===== src/rtl/output_evaluator_pkg.sv =====
// Shared types and helpers for the output evaluator: FSM encoding, index width,
// and bit offsets of the fields packed into the per-sample result word.
package output_evaluator_pkg;

    typedef enum logic [1:0] {
        ST_IDLE = 2'd0,
        ST_SCAN = 2'd1,
        ST_EMIT = 2'd2
    } eval_state_t;

    function automatic int calc_iw(input int no);
        return (no > 1) ? $clog2(no) : 1;
    endfunction

    // Result word is {hit, teacher_idx, pred_idx, pred_max}, MSB first.
    function automatic int res_width(input int iw, input int wo);
        return 1 + 2 * iw + wo;
    endfunction

    function automatic int off_pred_max();
        return 0;
    endfunction

    function automatic int off_pred_idx(input int wo);
        return wo;
    endfunction

    function automatic int off_teacher_idx(input int iw, input int wo);
        return wo + iw;
    endfunction

    function automatic int off_hit(input int iw, input int wo);
        return wo + 2 * iw;
    endfunction

endpackage


===== src/rtl/output_evaluator_argmax_step.sv =====
// One step of a serial arg-max: keep the running {max, idx} unless the new
// element is strictly greater (signed), so ties stay at the lowest index.
module output_evaluator_argmax_step #(
    parameter int WO = 11,
    parameter int IW = 1
) (
    input  logic [WO-1:0] cur_max,
    input  logic [IW-1:0] cur_idx,
    input  logic [WO-1:0] elem,
    input  logic [IW-1:0] elem_idx,
    output logic [WO-1:0] new_max,
    output logic [IW-1:0] new_idx
);

    always_comb begin
        new_max = cur_max;
        new_idx = cur_idx;
        if ($signed(elem) > $signed(cur_max)) begin
            new_max = elem;
            new_idx = elem_idx;
        end
    end

endmodule


===== src/rtl/output_evaluator.sv =====
// Joins output and teacher vectors, serially finds both arg-max indices and
// emits one hit/index/max result per sample while keeping accuracy counters.
//
//   state | meaning
//   IDLE  | waiting for both vectors; readies cross-coupled to the other valid
//   SCAN  | comparing element k of each latched vector against running max
//   EMIT  | result valid, held until iReady_BM_Result
module output_evaluator
    import output_evaluator_pkg::*;
#(
    parameter int NO = 2,
    parameter int WO = 11,
    parameter int CW = 16
) (
    input  logic                           iCLK,
    input  logic                           iRST,
    input  logic                           iClear,
    input  logic                           iValid_AM_Output,
    output logic                           oReady_AM_Output,
    input  logic [NO*WO-1:0]               iData_AM_Output,
    input  logic                           iValid_AM_Teacher,
    output logic                           oReady_AM_Teacher,
    input  logic [NO*WO-1:0]               iData_AM_Teacher,
    output logic                           oValid_BM_Result,
    input  logic                           iReady_BM_Result,
    output logic [1+2*calc_iw(NO)+WO-1:0]  oData_BM_Result,
    output logic [CW-1:0]                  oCorrect,
    output logic [CW-1:0]                  oTotal
);

    localparam int IW     = calc_iw(NO);
    localparam int RW     = res_width(IW, WO);
    localparam int O_MAX  = off_pred_max();
    localparam int O_PIDX = off_pred_idx(WO);
    localparam int O_TIDX = off_teacher_idx(IW, WO);
    localparam int O_HIT  = off_hit(IW, WO);

    eval_state_t state, state_nxt;

    logic [NO*WO-1:0] out_vec, tch_vec;
    logic [WO-1:0]    pred_max, tch_max;
    logic [IW-1:0]    pred_idx, tch_idx;
    logic [IW-1:0]    k;
    logic [WO-1:0]    out_elem, tch_elem;
    logic [WO-1:0]    pred_max_nxt, tch_max_nxt;
    logic [IW-1:0]    pred_idx_nxt, tch_idx_nxt;
    logic             accept, handshake, last_k, hit;
    logic [CW-1:0]    correct, total;

    assign last_k = (k == IW'(NO - 1));
    assign hit    = (pred_idx == tch_idx);

    always_comb begin
        out_elem = '0;
        tch_elem = '0;
        for (int i = 0; i < NO; i++) begin
            if (k == IW'(i)) begin
                out_elem = out_vec[i*WO +: WO];
                tch_elem = tch_vec[i*WO +: WO];
            end
        end
    end

    output_evaluator_argmax_step #(.WO(WO), .IW(IW)) u_step_out (
        .cur_max  (pred_max),
        .cur_idx  (pred_idx),
        .elem     (out_elem),
        .elem_idx (k),
        .new_max  (pred_max_nxt),
        .new_idx  (pred_idx_nxt)
    );

    output_evaluator_argmax_step #(.WO(WO), .IW(IW)) u_step_tch (
        .cur_max  (tch_max),
        .cur_idx  (tch_idx),
        .elem     (tch_elem),
        .elem_idx (k),
        .new_max  (tch_max_nxt),
        .new_idx  (tch_idx_nxt)
    );

    always_ff @(posedge iCLK or negedge iRST) begin
        if (!iRST) state <= ST_IDLE;
        else       state <= state_nxt;
    end

    always_comb begin
        state_nxt         = state;
        oReady_AM_Output  = 1'b0;
        oReady_AM_Teacher = 1'b0;
        oValid_BM_Result  = 1'b0;
        accept            = 1'b0;
        handshake         = 1'b0;
        unique case (state)
            ST_IDLE: begin
                oReady_AM_Output  = iValid_AM_Teacher;
                oReady_AM_Teacher = iValid_AM_Output;
                accept            = iValid_AM_Output && iValid_AM_Teacher;
                if (accept) state_nxt = (NO > 1) ? ST_SCAN : ST_EMIT;
            end
            ST_SCAN: begin
                if (last_k) state_nxt = ST_EMIT;
            end
            ST_EMIT: begin
                oValid_BM_Result = 1'b1;
                handshake        = iReady_BM_Result;
                if (handshake) state_nxt = ST_IDLE;
            end
            default: state_nxt = ST_IDLE;
        endcase
    end

    always_ff @(posedge iCLK or negedge iRST) begin
        if (!iRST) begin
            out_vec  <= '0;
            tch_vec  <= '0;
            pred_max <= '0;
            tch_max  <= '0;
            pred_idx <= '0;
            tch_idx  <= '0;
            k        <= '0;
        end else if (accept) begin
            out_vec  <= iData_AM_Output;
            tch_vec  <= iData_AM_Teacher;
            pred_max <= iData_AM_Output[WO-1:0];
            tch_max  <= iData_AM_Teacher[WO-1:0];
            pred_idx <= '0;
            tch_idx  <= '0;
            k        <= IW'(1);
        end else if (state == ST_SCAN) begin
            pred_max <= pred_max_nxt;
            tch_max  <= tch_max_nxt;
            pred_idx <= pred_idx_nxt;
            tch_idx  <= tch_idx_nxt;
            k        <= k + 1'b1;
        end
    end

    // Clear takes priority over a coincident handshake; counters stick at all-ones.
    always_ff @(posedge iCLK or negedge iRST) begin
        if (!iRST) begin
            correct <= '0;
            total   <= '0;
        end else if (iClear) begin
            correct <= '0;
            total   <= '0;
        end else if (handshake) begin
            if (total != '1)          total   <= total + 1'b1;
            if (hit && correct != '1) correct <= correct + 1'b1;
        end
    end

    always_comb begin
        oData_BM_Result = '0;
        if (oValid_BM_Result) begin
            oData_BM_Result[O_HIT]             = hit;
            oData_BM_Result[O_TIDX +: IW]      = tch_idx;
            oData_BM_Result[O_PIDX +: IW]      = pred_idx;
            oData_BM_Result[O_MAX +: WO]       = pred_max;
        end
    end

    assign oCorrect = correct;
    assign oTotal   = total;

    logic unused_ok;
    assign unused_ok = &{1'b0, tch_max_nxt[0], RW[0]};

endmodule


===== config.mk =====
export PLATFORM = sky130hd
export DESIGN_NAME = output_evaluator
export DESIGN_NICKNAME = d
export VERILOG_FILES = /design/src/rtl/output_evaluator_pkg.sv /design/src/rtl/output_evaluator_argmax_step.sv /design/src/rtl/output_evaluator.sv
export SDC_FILE = /design/constraint.sdc
export NUM_CORES = 1
export LEC_CHECK = 0
export ABC_AREA = 1
export BUFFER_PORTS_ARGS = -buffer_cell sky130_fd_sc_hd__buf_2
export CORE_ASPECT_RATIO = 1.1
export CORE_UTILIZATION = 55
export CTS_BUF_LIST = sky130_fd_sc_hd__clkbuf_16
export CTS_CLUSTER_DIAMETER = 30
export DETAILED_ROUTE_END_ITERATION = 12
export PLACE_DENSITY = 0.8
export SETUP_SLACK_MARGIN = 0.5
export SYNTH_ARGS = -nofsm -noshare
export SYNTH_HDL_FRONTEND = slang
export SYNTH_SLANG_ARGS = --single-unit
export TNS_END_PERCENT = 50

===== constraint.sdc =====
create_clock -name iCLK -period 3.8 [get_ports iCLK]
set_input_delay 0.38 -clock iCLK [delete_from_list [all_inputs] [get_ports iCLK]]
set_output_delay 0.38 -clock iCLK [all_outputs]
set_load 0.02 [all_outputs]

==> impl_metrics.py, run 1 <==
metrics = {
    "status": {
        "status": "finished, final reports clean",
    },
    "cts": {
        "post_cts_resized": 0,
        "cts_setup_buffers": 0,
        "insertion_delay_ns": 0.35,
        "clock-sinks": 103,
        "cts_tree": "done",
        "hold_buffers": 0,
        "cts_buffer_depth": 2,
        "clkSlewWorstSetupHoldPaths_ns": 0.07,
        "cts_root_buf": "clkbuf_16",
        "cts-buffers-inserted": 9,
        "h-tree-depth": 3,
    },
    "logic_synthesis": {
        "async_flop_share": 1.00,
        "synth_top_area_cell": "dfrtp_1",
        "synth.top_cell.area_share": 0.436,
        "synth_cell_types": 37,
        "syn-num-nets": 874,
        "syn_area_per_cell_um2": 7.39,
        "yosysSeqAreaShare": 0.436,
        "synth_area_um2": 5920,
        "syn_inst": 800,
        "ys_ff_latch": 103,
        "synth.area.top_cells": "dfrtp_1 (44%), nand2_1 (19%), ha_1 (5.1%)",
        "yosys_warnings": 0,
        "synth_flop_cell": "dfrtp_1",
        "synth_edf_count": 0,
    },
    "die": {
        "num_rows": 39,
        "die_x_um": 101,
        "die_area_um2": 11200,
        "core_area_um2": 10400,
        "die_y_um": 111,
        "initial_core_util": 0.566,
        "top_level_ports": 99,
    },
    "routing": {
        "final_antenna_net_count": 0,
        "drt_wl_total_um": 13100,
        "vias": 5304,
        "wl_per_cell_um": 12.7,
        "drtIter0Drc": 281,
        "drc_errors": 0,
        "vias_per_cell": 5.14,
        "firstDrtPassIters": 5,
    },
    "finish": {
        "diodes": 0,
        "finalNetCount": 958,
        "post-route-util": 0.651,
        "area_growth_syn_to_layout_pct": 14.9,
        "layout-drive-gt1-share": 0.181,
    },
    "worst_setup_path": {
        "end_kind": "flop",
        "worstPathRequired_ns": 4.09,
        "crit_fanout": 27,
        "cp-start-kind": "flop",
        "cp.arrival_ns": 3.15,
        "critical_path_class": "reg2reg",
    },
    "timing": {
        "clock_skew_ns": 0.00654,
        "tns_ns": 0,
        "slew_headroom": 0.318,
        "grt_setup_unrepaired": "false",
        "min_period_ns": 2.86,
        "timing.fmax_mhz": 350,
        "drv_slew": 0,
        "period_share": 0.752,
        "hold_violations": 0,
        "worst_slew_pin_slew_ns": 1.02,
        "setup_violations": 0,
    },
    "global_routing": {
        "grt_overflow": 0,
        "grt_pass1_vias": 5007,
        "grt_max_degree": 69,
        "grt_util_all_layers": 0.253,
        "grt_pass1_wl_um": 22600,
        "antenna_found_initial": 0,
    },
    "power_and_ir_drop": {
        "ir_drop_v": 0.000343,
        "power_density_nw_per_um2": 688,
        "p_leak_nw": 3.73,
    },
    "place": {
        "hpwl_um": 9340,
        "gp_congestion": 0.928,
        "port_buffers": 98,
    },
    "hold_path": {
        "worst_hold_path_type": "in2async",
    },
    "flow_run": {
        "cap_violations": 0,
    },
}
[worst max-delay path: stages, from the launching register on]
cell and delay, ns:
dfrtp_2 0.55, buf_4 0.34, o21ai_0 0.18, ha_1 0.37, nand2_1 0.08, nor2_1 0.13
and2_1 0.16, nand2_1 0.07, nand4_1 0.11, nand3_2 0.26, nand2_1 0.37, nand2_1 0.10
nand2_1 0.08
[registers in the layout, summed over array words and instances (netlist names)]
| signal | flops |
|---|---|
| out_vec | 22 |
| tch_vec | 22 |
| oCorrect | 16 |
| oTotal | 16 |
| pred_max | 11 |
| tch_max | 11 |
| state | 2 |
| k | 1 |
| pred_idx | 1 |
| tch_idx | 1 |
[layout by cell type (no fill, tap or decap), drive strengths merged]
cell type | synthesis | routed
nand4 | 16 | 16
a31o | 1 | 1
inv | 91 | 93
buf | 16 | 103
clkbuf | 14 | 9
nor2b | 1 | 1
clkinvlp | 0 | 2
mux2i | 1 | 1
nor3 | 10 | 10
bufinv | 0 | 1
dfrtp | 103 | 103
a21oi | 6 | 6
a21o | 1 | 1
and2 | 2 | 2
nand2 | 302 | 302
nand3 | 57 | 57
ha | 24 | 24
nand3b | 2 | 2
xor2 | 22 | 22
o21ai | 71 | 71
clkinv | 3 | 5
nor2 | 56 | 56
a31oi | 1 | 1
[cells in the mapped netlist, types with 2 or more instances]
master and number:
nand2_1 300, dfrtp_1 103, inv_1 75, nand3_1 54, nor2_1 53, o21ai_0 30
o21ai_1 29, ha_1 24, xor2_1 22, inv_2 16, nand4_1 15, clkbuf_1 14
o21ai_2 11, buf_2 9, nor3_1 8, a21oi_1 6, buf_1 4, nand3_2 3
and2_1 2, buf_4 2, clkinv_1 2, nand3b_1 2, nor2_2 2
[where the power goes]
part           internal [mW]  switching (mW)
registers               1.46           0.203
logic                  0.720            1.33
clock network          0.518           0.444
[cell families (layout without fill, tap and decap cells)]
family | Yosys count | in the layout | share of synthesized area
xor+xnor | 22 | 22 | 0.0326
fa+ha+maj | 24 | 24 | 0.0508
buf+inv | 124 | 213 | 0.0833
compound gates | 80 | 80 | 0.0778
mux | 1 | 1 | 0.00169
simple gates | 446 | 446 | 0.318
flops | 103 | 103 | 0.436
[layer usage]
layer  routed length (µm)  part of all wire  track usage  up-vias
met1                 6060              0.46        0.346     2467
met4                  282             0.022        0.106        0
met2                 6250              0.48        0.409      125
met3                  507             0.039       0.0277       20
li1                     -                 -            -     2692
met5                    0                 0            0        -
[final cells by class]
class                      instances  area, µm²
clock buffer                       9        225
clock inverter                     7       80.1
fill                             991       3640
inverter                          94        354
multi-input combinational        573       2850
sequential                       103       2580
tap                              143        179
timing repair buffer             103        531
[worst paths after layout]
check,cells after the start,from,to,slack [ns]
hold / removal,1,iRST,oCorrect[4],0.08
hold reg to reg,2,tch_vec[14],tch_vec[14],0.47
max in group asynchronous,2,iRST,k,2.88
setup / recovery,12,k,tch_max[2],0.94
setup reg to reg,12,k,tch_max[2],0.94
min in group iCLK,3,iData_AM_Teacher[17],tch_vec[17],0.22
[through the flow]
step | power [mW] | hold WS (ns) | setup slack [ns] | instances | cell area, µm²
final | 4.68 | 0.0794 | 0.943 | 1032 | 6800
after global routing | 5.13 | 0.167 | 0.606 | 1032 | 6800
after CTS | 4.70 | 0.117 | 0.777 | 1032 | 6800
after detailed placement | 3.72 | 0.459 | 0.816 | 1016 | 6490
after global placement | 3.66 | 0.453 | 0.940 | 1016 | 6490
after floorplan | 3.25 | 0.0844 | 1.58 | 800 | 5920
Power figures use the tool's default switching activity.
==> inputs of run 2 (changes only) <==
==> constraint.sdc (replaced) <==
create_clock -name iCLK -period 2.65 [get_ports iCLK]
set_input_delay 0.265 -clock iCLK [delete_from_list [all_inputs] [get_ports iCLK]]
set_output_delay 0.265 -clock iCLK [all_outputs]
set_load 0.02 [all_outputs]
==> impl_metrics.py, run 2 (synthesis results as in run 1) <==
metrics = {
    "timing": {
        "min_period_ns": 2.18,
        "setup_violations": 0,
        "period_share": 0.822,
        "hold_slack_ns": 0.119,
        "timing.fmax_mhz": 459,
        "worst_slew_pin_slew_ns": 0.622,
        "slew_headroom": 0.585,
        "grt_setup_unrepaired": "true",
        "hold_violations": 0,
        "layout_setup_ws_ns": 0.473,
        "clock_skew_ns": 0.00931,
        "tns_ns": 0,
        "drv_slew": 0,
    },
    "routing": {
        "vias_per_cell": 5.08,
        "wl_per_cell_um": 12.3,
        "final_antenna_net_count": 0,
        "drt_wl_total_um": 12800,
        "drc_errors": 0,
        "drtIter0Drc": 323,
        "vias": 5293,
        "firstDrtPassIters": 4,
    },
    "worst_setup_path": {
        "worstPathRequired_ns": 2.87,
        "crit-reg2reg-launch": "k",
        "critical_path_class": "reg2reg",
        "cp-start-kind": "flop",
        "cp.arrival_ns": 2.40,
        "end_kind": "flop",
        "crit_fanout": 22,
        "startpoint": "k",
    },
    "finish": {
        "final_common_cell": "nand2_1",
        "fin_area_um2": 6900,
        "area_growth_syn_to_layout_pct": 16.6,
        "post-route-util": 0.661,
        "fillers": 951,
        "diodes": 0,
        "largestRegisters": "out_vec (22), tch_vec (22)",
        "finalNetCount": 967,
        "layout-drive-gt1-share": 0.188,
        "most-common-layout-cells": "nand2_1 (298), dfrtp_1 (103), buf_2 (97)",
        "fin_cells": 1041,
    },
    "global_routing": {
        "grt_max_degree": 69,
        "grt_overflow": 0,
        "grt_pass1_wl_um": 21900,
        "grt_pass1_vias": 4898,
        "antenna_found_initial": 0,
        "grt_util_all_layers": 0.243,
    },
    "die": {
        "die_y_um": 111,
        "core_area_um2": 10400,
        "num_rows": 39,
        "die_x_um": 101,
        "initial_core_util": 0.566,
        "die_area_um2": 11200,
        "top_level_ports": 99,
    },
    "power_and_ir_drop": {
        "power_density_nw_per_um2": 993,
        "p_leak_nw": 3.78,
        "ir_drop_v": 0.000492,
        "totalPowerFinal_mw": 6.85,
    },
    "place": {
        "hpwl_um": 9100,
        "port_buffers": 98,
        "dp_cells": 1021,
        "placedInstanceArea_um2": 6540,
        "gp_congestion": 0.871,
        "place_worst_setup_slack_ns": 0.272,
    },
    "cts": {
        "insertion_delay_ns": 0.34,
        "cts_tree": "done",
        "clock-sinks": 103,
        "cts_root_buf": "clkbuf_16",
        "clkSlewWorstSetupHoldPaths_ns": 0.07,
        "cts-buffers-inserted": 9,
        "h-tree-depth": 3,
        "cts_buffer_depth": 2,
    },
    "hold_path": {
        "worst_hold_path_type": "in2reg",
        "hp-start": "iData_AM_Output[19]",
    },
    "status": {
        "status": "finished, final reports clean",
    },
    "flow_run": {
        "cap_violations": 0,
    },
}
[run 2: cell count changes in the layout (fill, tap and decap cells not counted), sizes merged]
cell and delta:
buf +8, dlygate4sd3 +1, clkinvlp +1, inv -1
[run 2: cell type report]
| class | count | area (µm²) | share of cell area |
|---|---|---|---|
| Inverter | 94 | 354 | 0.0513 |
| Timing Repair Buffer | 112 | 632 | 0.0916 |
| Clock buffer | 9 | 225 | 0.0326 |
| Tap cell | 143 | 179 | 0.0259 |
| Multi-Input combinational cell | 573 | 2870 | 0.416 |
| Sequential cell | 103 | 2580 | 0.374 |
| Clock inverter | 7 | 65.1 | 0.00943 |
[run 2: power breakdown]
part | internal [mW] | leakage [nW] | switching [mW]
clock | 0.724 | 0.136 | 0.572
sequential | 2.09 | 1.34 | 0.266
combinational | 1.18 | 2.30 | 2.02
[run 2: routing by layer]
metal | track usage | wire [µm]
met5 | 0 | 0
met3 | 0.0265 | 522
met1 | 0.325 | 5850
met2 | 0.414 | 6240
met4 | 0.0754 | 168
[run 2: worst max-delay path, stage by stage, from the launching register on]
cell     delay, ns
dfrtp_1       0.41
buf_8         0.17
nand2_1       0.06
o21ai_1       0.08
ha_1          0.33
nand2_1       0.09
nor2_2        0.15
and2_1        0.14
nand2_1       0.07
nand4_1       0.11
nand3_2       0.14
buf_6         0.18
nand3_1       0.08
nand2_1       0.07
[run 2: final timing paths]
check	endpoint	slack [ns]	cells after the start
worst max-delay path	pred_max[0]	0.47	13
worst max register to register	pred_max[0]	0.47	13
worst min-delay path	out_vec[19]	0.12	3
min in group asynchronous	oTotal[1]	0.45	2
max in group asynchronous	tch_max[2]	1.48	3
worst min register to register	out_vec[11]	0.47	2
[run 2: what timing repair did]
action                     CTS  global route
hold buffers                 1             0
setup buffers                2             1
pin swaps                    2             1
setup endpoints to repair   24            24
hold endpoints to repair    39             0
resized for setup            9             3
